--- config.mk ---
export PLATFORM = sky130hd
export DESIGN_NAME = sigma_delta_dac_mc
export DESIGN_NICKNAME = d
export VERILOG_FILES = /design/src/rtl/sigma_delta_pkg.sv /design/src/rtl/sigma_delta_mod.sv /design/src/rtl/sigma_delta_dac_mc.sv
export SDC_FILE = /design/constraint.sdc
export NUM_CORES = 1
export LEC_CHECK = 0
export ABC_AREA = 1
export BUFFER_PORTS_ARGS = -buffer_cell sky130_fd_sc_hd__buf_2
export CAP_MARGIN = 20
export CORE_MARGIN = 2
export CORE_UTILIZATION = 45
export CTS_CLUSTER_DIAMETER = 60
export CTS_CLUSTER_SIZE = 28
export DETAILED_ROUTE_END_ITERATION = 8
export HOLD_SLACK_MARGIN = 0.1
export PLACE_DENSITY = 0.72
export SLEW_MARGIN = 30
export SYNTH_ARGS = -nofsm -noshare
export SYNTH_HDL_FRONTEND = slang
export SYNTH_SLANG_ARGS = --single-unit
export TNS_END_PERCENT = 100
--- constraint.sdc ---
create_clock -name clk -period 10.3 [get_ports clk]
set_clock_uncertainty 0.2 [all_clocks]
set_input_delay 0.515 -clock clk [delete_from_list [all_inputs] [get_ports clk]]
set_output_delay 0.515 -clock clk [all_outputs]
set_load 0.03 [all_outputs]
--- src/rtl/sigma_delta_pkg.sv ---
// Shared helpers for the multi-channel sigma-delta DAC.
//   half_scale        : H = 2^(bitlen-1), the modulator feedback magnitude
//   sat_add           : signed add clamped to a given two's complement width
//   to_signed_sample  : raw sample (offset binary or two's complement) -> signed x
// All arithmetic is carried in ExtW bits, wide enough for every legal
// DAC_BITLEN (4..24), since the widest integrator is DAC_BITLEN+4 bits.
package sigma_delta_pkg;

  localparam int unsigned MinBitlen = 4;
  localparam int unsigned MaxBitlen = 24;
  localparam int unsigned MaxCh     = 8;
  localparam int unsigned ExtW      = 32;

  function automatic int half_scale(input int unsigned bitlen);
    return 1 << (bitlen - 1);
  endfunction

  // Saturating add: the result is clamped to [-2^(width-1), 2^(width-1)-1] so
  // integrators pin at their limits instead of wrapping.
  function automatic logic signed [ExtW-1:0] sat_add(input logic signed [ExtW-1:0] a,
                                                     input logic signed [ExtW-1:0] b,
                                                     input int unsigned            width);
    logic signed [ExtW-1:0] sum;
    logic signed [ExtW-1:0] hi;
    logic signed [ExtW-1:0] lo;
    sum = a + b;
    hi  = (32'sd1 <<< (width - 1)) - 32'sd1;
    lo  = -(32'sd1 <<< (width - 1));
    if (sum > hi) begin
      return hi;
    end else if (sum < lo) begin
      return lo;
    end
    return sum;
  endfunction

  // Offset binary: x = u - H. Two's complement: sign-extend from bit bitlen-1,
  // done as (s ^ H) - H on the zero-extended value.
  function automatic logic signed [ExtW-1:0] to_signed_sample(input logic [ExtW-1:0] sample,
                                                              input bit              input_signed,
                                                              input int unsigned     bitlen);
    logic [ExtW-1:0]        mask;
    logic signed [ExtW-1:0] s;
    logic signed [ExtW-1:0] h;
    mask = (32'd1 << bitlen) - 32'd1;
    s    = $signed(sample & mask);
    h    = 32'sd1 <<< (bitlen - 1);
    if (input_signed) begin
      return (s ^ h) - h;
    end
    return s - h;
  endfunction

endpackage

--- src/rtl/sigma_delta_mod.sv ---
// Single-channel first- or second-order sigma-delta modulator.
// Ports:
//   clk, rst : clock, asynchronous active-high reset
//   x        : signed input sample, sign-extended to ExtW bits, range -H..H-1
//   pin      : registered 1-bit output stream, updated every clock
// a1 is DAC_BITLEN+2 bits, a2 is DAC_BITLEN+4 bits; both saturate.
module sigma_delta_mod
  import sigma_delta_pkg::*;
#(
  parameter int unsigned DAC_BITLEN = 16,
  parameter int unsigned ORDER      = 1
) (
  input  logic                   clk,
  input  logic                   rst,
  input  logic signed [ExtW-1:0] x,
  output logic                   pin
);

  localparam int unsigned A1W = DAC_BITLEN + 2;
  localparam int unsigned A2W = DAC_BITLEN + 4;
  localparam int          H   = half_scale(DAC_BITLEN);

  logic signed [A1W-1:0]  a1_q;
  logic signed [ExtW-1:0] a1_ext;
  logic signed [ExtW-1:0] a1_next;
  logic signed [ExtW-1:0] y;
  logic                   pin_d;

  always_comb begin
    // Feedback follows the pin currently on the output.
    y       = pin ? H : -H;
    a1_ext  = $signed({{(ExtW - A1W){a1_q[A1W-1]}}, a1_q});
    a1_next = sat_add(a1_ext, x - y, A1W);
  end

  always_ff @(posedge clk or posedge rst) begin
    if (rst) begin
      a1_q <= '0;
      pin  <= 1'b0;
    end else begin
      a1_q <= a1_next[A1W-1:0];
      pin  <= pin_d;
    end
  end

  if (ORDER == 2) begin : g_order2
    logic signed [A2W-1:0]  a2_q;
    logic signed [ExtW-1:0] a2_ext;
    logic signed [ExtW-1:0] a2_next;

    always_comb begin
      a2_ext  = $signed({{(ExtW - A2W){a2_q[A2W-1]}}, a2_q});
      // Second integrator sees the freshly updated a1, not the registered one.
      a2_next = sat_add(a2_ext, a1_next - y, A2W);
    end

    always_ff @(posedge clk or posedge rst) begin
      if (rst) begin
        a2_q <= '0;
      end else begin
        a2_q <= a2_next[A2W-1:0];
      end
    end

    assign pin_d = (a2_next >= 0);
  end else if (ORDER == 1) begin : g_order1
    assign pin_d = (a1_next >= 0);
  end else begin : g_bad_order
    $error("sigma_delta_mod: ORDER must be 1 or 2");
    assign pin_d = 1'b0;
  end

endmodule

--- src/rtl/sigma_delta_dac_mc.sv ---
// Multi-channel sigma-delta DAC top level.
// Ports:
//   clk, rst      : clock, asynchronous active-high reset
//   dac_input     : NUM_CH packed samples, channel 0 in the LSBs
//   dac_valid     : dac_input is valid
//   dac_ready     : registered; one-deep holding buffer can take a sample
//   dac_mute      : force every channel to midscale (x = 0), registered
//   dac_underrun  : one-cycle pulse after a period tick that found hold empty
//   dac_pin       : per-channel modulator bitstreams
// A sample is captured into hold on valid&&ready, moved to active on the next
// period tick (osr_cnt == OSR-1) and drives the modulators from then on.
module sigma_delta_dac_mc
  import sigma_delta_pkg::*;
#(
  parameter int unsigned DAC_BITLEN   = 16,
  parameter int unsigned NUM_CH       = 2,
  parameter int unsigned ORDER        = 1,
  parameter int unsigned OSR          = 256,
  parameter int unsigned INPUT_SIGNED = 0
) (
  input  logic                         clk,
  input  logic                         rst,
  input  logic [NUM_CH*DAC_BITLEN-1:0] dac_input,
  input  logic                         dac_valid,
  output logic                         dac_ready,
  input  logic                         dac_mute,
  output logic                         dac_underrun,
  output logic [NUM_CH-1:0]            dac_pin
);

  localparam int unsigned SampleW = NUM_CH * DAC_BITLEN;
  localparam int unsigned CntW    = $clog2(OSR);
  // Raw code whose converted value is x = 0.
  localparam logic [DAC_BITLEN-1:0] MidCode = {INPUT_SIGNED == 0, {(DAC_BITLEN - 1){1'b0}}};

  if (DAC_BITLEN < MinBitlen || DAC_BITLEN > MaxBitlen || NUM_CH < 1 || NUM_CH > MaxCh ||
      OSR < 2) begin : g_bad_cfg
    $error("sigma_delta_dac_mc: parameter out of range");
  end

  logic [SampleW-1:0] hold_q;
  logic [SampleW-1:0] active_q;
  logic               hold_full_q;
  logic               hold_full_d;
  logic               ready_q;
  logic               underrun_q;
  logic               mute_q;
  logic [CntW-1:0]    osr_cnt_q;
  logic [CntW-1:0]    osr_cnt_d;
  logic               tick;
  logic               accept;

  always_comb begin
    tick      = (osr_cnt_q == CntW'(OSR - 1));
    accept    = dac_valid & ready_q;
    osr_cnt_d = tick ? '0 : osr_cnt_q + CntW'(1);
    // ready is low whenever hold is full, so accept and a consuming tick can
    // never coincide; an accept on an empty tick refills hold for next period.
    if (accept) begin
      hold_full_d = 1'b1;
    end else if (tick) begin
      hold_full_d = 1'b0;
    end else begin
      hold_full_d = hold_full_q;
    end
  end

  always_ff @(posedge clk or posedge rst) begin
    if (rst) begin
      hold_q      <= '0;
      active_q    <= {NUM_CH{MidCode}};
      hold_full_q <= 1'b0;
      ready_q     <= 1'b0;
      underrun_q  <= 1'b0;
      mute_q      <= 1'b0;
      osr_cnt_q   <= '0;
    end else begin
      osr_cnt_q   <= osr_cnt_d;
      hold_full_q <= hold_full_d;
      ready_q     <= ~hold_full_d;
      underrun_q  <= tick & ~hold_full_q;
      mute_q      <= dac_mute;
      if (accept) begin
        hold_q <= dac_input;
      end
      if (tick && hold_full_q) begin
        active_q <= hold_q;
      end
    end
  end

  assign dac_ready    = ready_q;
  assign dac_underrun = underrun_q;

  for (genvar ch = 0; ch < NUM_CH; ch++) begin : g_ch
    logic signed [ExtW-1:0] x;

    assign x = mute_q ? '0 :
               to_signed_sample(ExtW'(active_q[ch*DAC_BITLEN +: DAC_BITLEN]),
                                INPUT_SIGNED != 0, DAC_BITLEN);

    sigma_delta_mod #(
      .DAC_BITLEN(DAC_BITLEN),
      .ORDER     (ORDER)
    ) u_mod (
      .clk(clk),
      .rst(rst),
      .x  (x),
      .pin(dac_pin[ch])
    );
  end

endmodule

==> out/results.tsv <==
metric	value	unit
ys_flop_type	dfrtp_1	
filler_cell_count	1442	
max_cap_violations	0	
run_status	complete, no violations	
timing_hold_violations_final	0	
cpLargestDelayFamily	compound AO/OA/AOI/OAI gates	
cts_setup_buffers	0	
placement_rows	46	
worst_path_arrival_time	3.56	ns
global_route_layer_with_the_greatest_usage	met2	
post_synth_inst_count	851	
cts-htree-levels	4	
yosysWarnings	0	
combined_global_route_utilization_of_all_metal_layers	18.0	%
numCtsBuffers	17	
drt-vias-per-instance	4.76	
endpoint_class_of_the_critical_path	flip-flop	
place_area	0.00767	mm2
final-setup-viol-count	0	
ys_types	40	
yosys.area.top_type	dfrtp_1	
crit_path_cell_trace	inv_2 -> nand2_1 -> ha_1 -> inv_1 -> ha_1 -> a21oi_1 -> nand2_1 -> nand2_1 -> nand3_1 -> nand2_1 -> nand2_1 -> nand2_1 -> nand2_2 -> o21bai_4 -> a21oi_1	
gpl.final_weighted_congestion	0.888	
critPathSlowestCell	inv_2	
largest_incremental_delay_on_the_critical_path	0.47	ns
first_pass_grt_wire_length	25200	um
synth_seq_area_share	39.2	%
average_footprint_of_a_synthesized_cell	8.55	um2
clock_sink_count	114	
diodes	0	
worst_path_most_repeated_cell	nand2_1	
final.period_utilization	33.9	%
via_count	5367	
met2_usage	31.4	%
gr_util_met1	21.9	%
largest_net_degree_at_the_start_of_global_routing	81	
min-delay-path-class	in -> reg	
count_of_final_max_slew_check_failures	0	
global_route.usage.met3	4.51	%
post-dp-hpwl	10400	um
worstSkewPairLatency	0.41	ns
chipHeight	131	um
syn_area	0.00728	mm2
die_w	131	um
yosys.cell_count.top_type	nand2_1	
crit_path_start_kind	flip-flop	
routedWlPerCell	12.8	um
coreArea	0.0158	mm2
synth_largest_type_area_fraction	38.5	%
floorplan.die_area	0.0172	mm2
max_freq	287	MHz
rsz0062_at_grt	false	
netlist_top_cells_area	dfrtp_1, ha_1, nand2_1	
port-buffer-count	39	
detail_route.drc_violations	0	
ios	40	
vias_in_the_first_global_route	5504	
area_growth_syn_to_layout	14.9	%
max_slew.worst_pin.slew	0.922	ns
cts-root-to-sink-buffers	2	
nNetsFinal	1008	
clk_pin_slew	0.06	ns
drt_pre_antenna_iters	5	
synth_enable_flop_cells	0	
setup-tns-final	0	ns
final.min_clock_period	3.49	ns
synthArstFlopShare	100	%
worst_ep_required	10.37	ns
detailedRoute.firstIterationViolations	252	
initial_utilization	46.0	%
drt_wl_total	14400	um
core_util_final	52.8	%
cts_root_buffer	clkbuf_16	
grt_overflow	0	
wp_buf_inv	2	
worst-setup-path-type	reg -> reg	
synthesis.nets	960	
post_synth_most_frequent_cells	nand2_1, inv_1, dfrtp_1, ha_1, mux2_2	
synth.ff_latch_count	114	
tritoncts	done	
drive_above_1_share	18.9	%
critical_path_peak_fanout	28	
layout.cell_area.non_filler	0.00836	mm2
slew-limit-headroom	38.3	%
number_of_antenna_violations_at_the_first_check_in_global_routing	0	
ant_nets	0	
placed cells by master, fill, tap and decap left out, types with 2 or more instances in the layout:
cell type / count
dlygate4sd3_1: 2
a21oi_1: 41
clkbuf_8: 3
ha_1: 69
o21bai_4: 2
nand2_2: 13
dfrtp_1: 112
nand3_1: 27
nand4_1: 4
xor2_1: 21
fa_1: 4
o21bai_1: 5
inv_1: 156
mux2_2: 62
nor2_1: 44
dfstp_2: 2
clkbuf_16: 17
inv_6: 2
nor2_2: 4
and2_1: 3
clkinvlp_4: 3
nand2_4: 3
nand3_2: 3
o21ai_0: 7
xnor2_1: 9
buf_2: 39
nor4_1: 3
nand3b_1: 2
or2_2: 3
nand2_1: 226
bufinv_16: 5
path summary, 6_finish.rpt:
check                              startpoint                      to  slack (ns)  depth (start not counted)
worst max-delay path                   mute_q   g_ch[0].u_mod.a1_q[1]        6.81                         15
worst min-delay path            dac_input[29]              hold_q[29]        0.13                          2
worst max register to register         mute_q   g_ch[0].u_mod.a1_q[1]        6.81                         15
worst min register to register   osr_cnt_q[0]            osr_cnt_q[0]        0.26                          1
max in group asynchronous                 rst  g_ch[0].u_mod.a1_q[10]        8.37                          4
min in group asynchronous                 rst            active_q[18]        0.46                          3
layer usage:
layer | share of wire (%) | routed length, um
met5 | 0 | 0
met2 | 49 | 7080
met1 | 45 | 6530
met3 | 4.0 | 575
met4 | 1.4 | 204
cell families (layout without fill, tap and decap cells):
group / after synthesis / in the layout / share of synthesized area (%)
AO/OA/AOI/OAI: 58 / 58 / 4.66
XOR/XNOR: 30 / 30 / 3.61
adder cells (fa/ha/maj): 73 / 73 / 13.0
buffers and inverters: 172 / 233 / 9.44
flip-flops: 114 / 114 / 39.2
multiplexers: 62 / 62 / 9.60
AND/OR/NAND/NOR: 342 / 342 / 20.5
area by class of cell:
type,count,area (um2),share of cell area [%]
well taps,216,270,3.23
multi-input cells,565,3730,44.7
flip-flops and latches,114,2860,34.2
clock buffers,21,470,5.63
inverters,158,596,7.13
repair buffers,43,234,2.80
clock inverters,11,199,2.38
sequential cells by signal (all words and copies together), names as in the netlist:
signal / count
g_ch.u_mod.a1_q: 36
active_q: 32
hold_q: 32
osr_cnt_q: 8
g_ch.u_mod.pin: 2
dac_ready: 1
dac_underrun: 1
hold_full_q: 1
mute_q: 1
stage by stage:
stage / cells / setup WS, ns / hold WS, ns
floorplan: 851 / 6.57 / 0.233
global placement: 1094 / 6.90 / 0.249
detailed placement: 1094 / 6.83 / 0.258
CTS: 1128 / 6.82 / 0.108
global route: 1128 / 6.50 / 0.111
finish: 1128 / 6.81 / 0.130
what timing repair did:
item | 4_1_cts | 5_1_grt
resized for setup | 0 | 0
hold buffers | 2 | 0
hold endpoints to repair | 35 | 0
worst register-to-register path: cells and delay by family (launching register included):
| family | cells | cell delay [ns] |
|---|---|---|
| AO/OA/AOI/OAI | 3 | 0.83 |
| AND/OR/NAND/NOR | 8 | 0.74 |
| adder cells (fa/ha/maj) | 2 | 0.64 |
| buffers and inverters | 2 | 0.51 |
| flip-flops | 1 | 0.42 |
Power is left out: the tool's default activity adds up to more than one toggle a clock period on the data nets, which glitch-free logic cannot reach.
